### config.mk
export PLATFORM = sky130hd
export DESIGN_NAME = pred_ctx_sequencer
export DESIGN_NICKNAME = d
export VERILOG_FILES = /design/src/rtl/pred_ctx_sequencer.sv
export SDC_FILE = /design/constraint.sdc
export NUM_CORES = 1
export LEC_CHECK = 0
export BUFFER_PORTS_ARGS = -buffer_cell sky130_fd_sc_hd__buf_2
export CAP_MARGIN = 10
export CORE_MARGIN = 2
export CORE_UTILIZATION = 45
export DETAILED_ROUTE_END_ITERATION = 6
export GPL_ROUTABILITY_DRIVEN = 0
export SETUP_SLACK_MARGIN = 0.4
export SYNTH_ARGS = -nofsm -noshare
export SYNTH_HDL_FRONTEND = slang
export SYNTH_SLANG_ARGS = --single-unit
### constraint.sdc
create_clock -name CLK -period 6.1 [get_ports CLK]
set_clock_uncertainty 0.2 [all_clocks]
set_input_delay 1.525 -clock CLK [delete_from_list [all_inputs] [get_ports CLK]]
set_output_delay 1.525 -clock CLK [all_outputs]
set_load 0.05 [all_outputs]
### src/rtl/pred_ctx_sequencer.sv
// Per-PE context sequencer: plays predicate-control words from a small context memory into pred_reg1.
// Optional multi-pass looping over the context range is enabled with `define PRED_SEQ_LOOP_EN.
module pred_ctx_sequencer #(
    parameter int DEPTH    = 16,
    parameter int AW       = 4,
    parameter int NOP_SLOT = 63
) (
    input  logic          CLK,
    input  logic          RST,
    input  logic          cfg_we,
    input  logic [AW-1:0] cfg_addr,
    input  logic [46:0]   cfg_data,
    input  logic          start,
    input  logic          stall,
    input  logic [AW-1:0] last_idx,
    input  logic [7:0]    iter_cnt,
    output logic          busy,
    output logic          done,
    output logic          cfg_err,
    output logic [AW-1:0] ctx_pc,
    output logic [8:0]    control_in_p,
    output logic [8:0]    control_out_p,
    output logic [5:0]    control_put_in_p,
    output logic [5:0]    control_put_out_p,
    output logic [5:0]    control_pred,
    output logic [5:0]    control_send_p,
    output logic [3:0]    control_pe2fu_p,
    output logic          write_back_p
);

    // Idle word steers the unconditional per-cycle put into a scratch register
    localparam logic [46:0] NOP_WORD = {9'd0, 9'd0, 6'(NOP_SLOT), 6'(NOP_SLOT),
                                        6'd0, 6'd0, 4'd0, 1'b0};

    typedef enum logic [1:0] {IDLE, RUN, DONE} state_t;

    state_t        state, state_n;
    logic [46:0]   mem [DEPTH];
    logic [46:0]   word_q, word_n;
    logic [AW-1:0] pc_n, pc_inc, last_q, last_n;
    logic          busy_n, done_n, err_n, mem_we, another_pass;

`ifdef PRED_SEQ_LOOP_EN
    logic [7:0] iter_q, iter_n;
    assign another_pass = (iter_q > 8'd1);
`else
    logic unused_iter;
    assign unused_iter  = ^iter_cnt;
    assign another_pass = 1'b0;
`endif

    assign pc_inc = ctx_pc + 1'b1;

    always_comb begin
        state_n = state;
        word_n  = word_q;
        pc_n    = ctx_pc;
        last_n  = last_q;
        busy_n  = busy;
        done_n  = 1'b0;
        err_n   = 1'b0;
        mem_we  = 1'b0;
`ifdef PRED_SEQ_LOOP_EN
        iter_n  = iter_q;
`endif
        case (state)
            IDLE: begin
                word_n = NOP_WORD;
                busy_n = 1'b0;
                mem_we = cfg_we;
                if (start) begin
                    last_n  = last_idx;
`ifdef PRED_SEQ_LOOP_EN
                    iter_n  = (iter_cnt == 8'd0) ? 8'd1 : iter_cnt;
`endif
                    pc_n    = '0;
                    // Same-cycle config write to slot 0 must be visible in the first context
                    word_n  = (cfg_we && cfg_addr == '0) ? cfg_data : mem[0];
                    busy_n  = 1'b1;
                    state_n = RUN;
                end
            end
            RUN: begin
                err_n = cfg_we;
                if (!stall) begin
                    if (ctx_pc != last_q) begin
                        pc_n   = pc_inc;
                        word_n = mem[pc_inc];
                    end else if (another_pass) begin
`ifdef PRED_SEQ_LOOP_EN
                        iter_n = iter_q - 8'd1;
`endif
                        pc_n   = '0;
                        word_n = mem[0];
                    end else begin
                        word_n  = NOP_WORD;
                        busy_n  = 1'b0;
                        done_n  = 1'b1;
                        state_n = DONE;
                    end
                end
            end
            DONE: begin
                err_n   = cfg_we;
                word_n  = NOP_WORD;
                busy_n  = 1'b0;
                state_n = IDLE;
            end
            default: begin
                word_n  = NOP_WORD;
                busy_n  = 1'b0;
                state_n = IDLE;
            end
        endcase
    end

    always_ff @(posedge CLK) begin
        if (RST) begin
            state   <= IDLE;
            word_q  <= NOP_WORD;
            ctx_pc  <= '0;
            last_q  <= '0;
            busy    <= 1'b0;
            done    <= 1'b0;
            cfg_err <= 1'b0;
`ifdef PRED_SEQ_LOOP_EN
            iter_q  <= 8'd0;
`endif
        end else begin
            state   <= state_n;
            word_q  <= word_n;
            ctx_pc  <= pc_n;
            last_q  <= last_n;
            busy    <= busy_n;
            done    <= done_n;
            cfg_err <= err_n;
`ifdef PRED_SEQ_LOOP_EN
            iter_q  <= iter_n;
`endif
        end
    end

    // Context memory is deliberately left out of reset
    always_ff @(posedge CLK) begin
        if (mem_we && !RST) begin
            mem[cfg_addr] <= cfg_data;
        end
    end

    assign control_in_p      = word_q[46:38];
    assign control_out_p     = word_q[37:29];
    assign control_put_in_p  = word_q[28:23];
    assign control_put_out_p = word_q[22:17];
    assign control_pred      = word_q[16:11];
    assign control_send_p    = word_q[10:5];
    assign control_pe2fu_p   = word_q[4:1];
    assign write_back_p      = word_q[0];

endmodule
==> flow_metrics.py <==
metrics = {
    "worst_setup_path": {
        "cp_max_fo": 42,
        "endpoint_kind": "output port",
        "cp-start-kind": "flop",
        "arrival_ps": 2670,
        "path_class": "reg -> out",
        "required_ps": 4380,
    },
    "floorplan": {
        "fp.dieW_um": 269,
        "start_util_pct": 45.3,
        "row_count": 97,
        "core_area_um2": 69900,
        "die_y_um": 269,
        "dieArea_um2": 72600,
        "io_pins": 122,
    },
    "place": {
        "port_buffers": 113,
        "place_ws_ps": 1600,
        "place_hpwl_um": 37600,
    },
    "worst_hold_path": {
        "hold_class": "reg -> reg",
    },
    "cts": {
        "insertion_delay_ps": 620,
        "numCtsBuffers": 82,
        "cts.repair.resized": 0,
        "cts_setup_buffers": 0,
        "clockBufferDepth": 3,
        "cts_tree": "yes",
        "path_clk_slew_ps": 60,
        "holdBufCountCts": 0,
        "h-tree-depth": 3,
        "cts.sink_count": 812,
        "cts-root-buf": "clkbuf_16",
    },
    "synth": {
        "syn_avg_cell_area_um2": 20.9,
        "synthSimpleGateAreaFrac_pct": 2.23,
        "synth_top_area_share_pct": 71.2,
        "yosysTopAreaCell": "edfxtp_1",
        "syn_area_um2": 31700,
        "syn_inst": 1517,
        "synth_seq_cells": 812,
        "synth_nets": 1589,
        "synth_adder_area_share_pct": 0.158,
        "ys.warnings.count": 0,
        "synth_mux_area_share_pct": 18.8,
        "ys_seq_area_share_pct": 75.0,
        "synth.distinct_cells": 38,
        "synth-xor-area-share_pct": 0.217,
        "synthTopCellsByArea": "edfxtp_1 (71%), mux4_2 (14%), mux2i_1 (3.9%)",
        "synth_top_family_by_area": "multiplexers",
        "synth_compound_area_share_pct": 2.10,
    },
    "detailed_routing": {
        "wl_um": 74300,
        "viasPerCell": 5.87,
        "routedWlPerCell_um": 27.9,
        "drc_errors": 0,
        "firstDrtPassIters": 5,
        "dr_total_vias": 15600,
        "drt-initial-drc-count": 1477,
        "ant_nets": 0,
    },
    "grt": {
        "grt_max_degree": 65,
        "gr-usage-all-layers_pct": 20.6,
        "grt_pass1_vias": 16400,
        "grt-ovfl-total": 0,
        "antenna_found_initial": 10,
        "grt_pass1_wl_um": 109000,
    },
    "job": {
        "drv_cap": 0,
    },
    "sta": {
        "setup_viol": 0,
        "maxSlewHeadroom_pct": 26.4,
        "fin_crit_ps": 4400,
        "fmax_mhz": 227,
        "hold_slack_ps": 277,
        "rsz0062_at_grt": "no",
        "hold_viol_final": 0,
        "worst_slack_ps": 1700,
        "finalSetupTns_ps": 0,
        "tightestPinTransition_ps": 1100,
        "slew_viol_final": 0,
        "finalCritPeriodShare_pct": 72.1,
    },
    "layout": {
        "final_util_pct": 51.7,
        "layout_common_cells": "edfxtp_1 (752), mux4_2 (192), mux2i_1 (125)",
        "synthToLayoutAreaGrowth_pct": 14.1,
        "layout-drive-gt1-share_pct": 29.9,
        "nets": 1732,
        "final_common_cell": "edfxtp_1",
    },
    "power_and_ir_drop": {
        "power_density_nw_per_um2": 329,
        "p_leak_uw": 0.0114,
        "ir_worst_vdd_v": 0.000174,
    },
    "status": {
        "outcome": "finished, final reports clean",
    },
}
==> synth_stat cells <==
| cell | count |
|---|---|
| and3b_1 | 1 |
| nor4_1 | 2 |
| nor3b_1 | 1 |
| clkbuf_1 | 41 |
| nand3b_1 | 2 |
| buf_1 | 6 |
| buf_2 | 33 |
| xnor2_1 | 5 |
| mux4_2 | 192 |
| mux2i_1 | 125 |
| nand2b_1 | 5 |
| xor2_2 | 1 |
| nor2_1 | 61 |
| a221oi_1 | 35 |
| and2_1 | 3 |
| nand4_1 | 1 |
| buf_6 | 4 |
| mux2_2 | 35 |
| nand2_1 | 40 |
| o21ai_0 | 1 |
| inv_1 | 5 |
| a21oi_1 | 7 |
| xor2_1 | 1 |
| nor3_1 | 41 |
| a31oi_1 | 16 |
| dfxtp_1 | 60 |
| a22oi_1 | 2 |
| a41oi_1 | 2 |
| o21a_1 | 1 |
| buf_4 | 7 |
| a211oi_1 | 1 |
| o22ai_1 | 8 |
| and3_1 | 1 |
| edfxtp_1 | 752 |
| or2_1 | 1 |
| nand3_1 | 2 |
| ha_1 | 4 |
| o32a_1 | 12 |
==> where the power goes <==
part | leakage [uW] | switching [uW] | internal [uW]
logic | 0.00283 | 572 | 257
registers | 0.00726 | 55.5 | 6170
clock network | 0.00127 | 2030 | 2810
==> per-layer routing <==
metal / vias to the layer above / track usage, % / wire [um]
met5: - / 0 / 83
met4: 14 / 5.72 / 1420
met3: 104 / 4.48 / 5390
met2: 550 / 32.3 / 35400
met1: 8361 / 29.4 / 32000
li1: 6620 / - / -
==> layout make-up <==
cell class / instances / area, um2
fill: 5620 / 33700
sequential: 812 / 23800
multi-input combinational: 609 / 7660
clock buffer: 116 / 2270
tap: 940 / 1180
timing repair buffer: 150 / 943
clock inverter: 35 / 307
inverter: 5 / 18.8
antenna: 1 / 2.50
==> path summary, 6_finish.rpt <==
kind / endpoint / slack, ps / depth (start not counted) / start
worst max-delay path: ctx_pc[0] / 1700 / 2 / ctx_pc[0]
worst min-delay path: last_q[0] / 280 / 2 / last_q[0]
worst max register to register: word_q[38] / 2250 / 7 / ctx_pc[0]
worst min register to register: last_q[0] / 280 / 2 / last_q[0]
==> through the flow <==
| stage | power, uW | instance area (um2) | cells |
|---|---|---|---|
| after CTS | 12000 | 36200 | 2667 |
| after global routing | 12300 | 36200 | 2667 |
| after global placement | 7160 | 33600 | 2516 |
| after floorplan | 6860 | 31700 | 1517 |
| final | 11900 | 36200 | 2668 |
| after detailed placement | 7180 | 33600 | 2516 |
==> registers in the layout (all words and copies together) (netlist names) <==
name     cells
word_q      47
last_q       4
state        2
mem        752
ctx_pc       4
cfg_err      1
done         1
busy         1
==> critical path: stages (launching register included) <==
cell,delay (ps)
dfxtp_4,940
buf_4,680
buf_2,400
==> kinds of logic after synthesis <==
| group | Yosys count |
|---|---|
| DFF | 812 |
| buffers and inverters | 96 |
| adders and majority gates | 4 |
| xor gates and xnor gates | 7 |
| and+or+nand+nor | 161 |
| muxes | 352 |
| AOI/OAI and AO/OA | 85 |
Power figures use the tool's default switching activity.
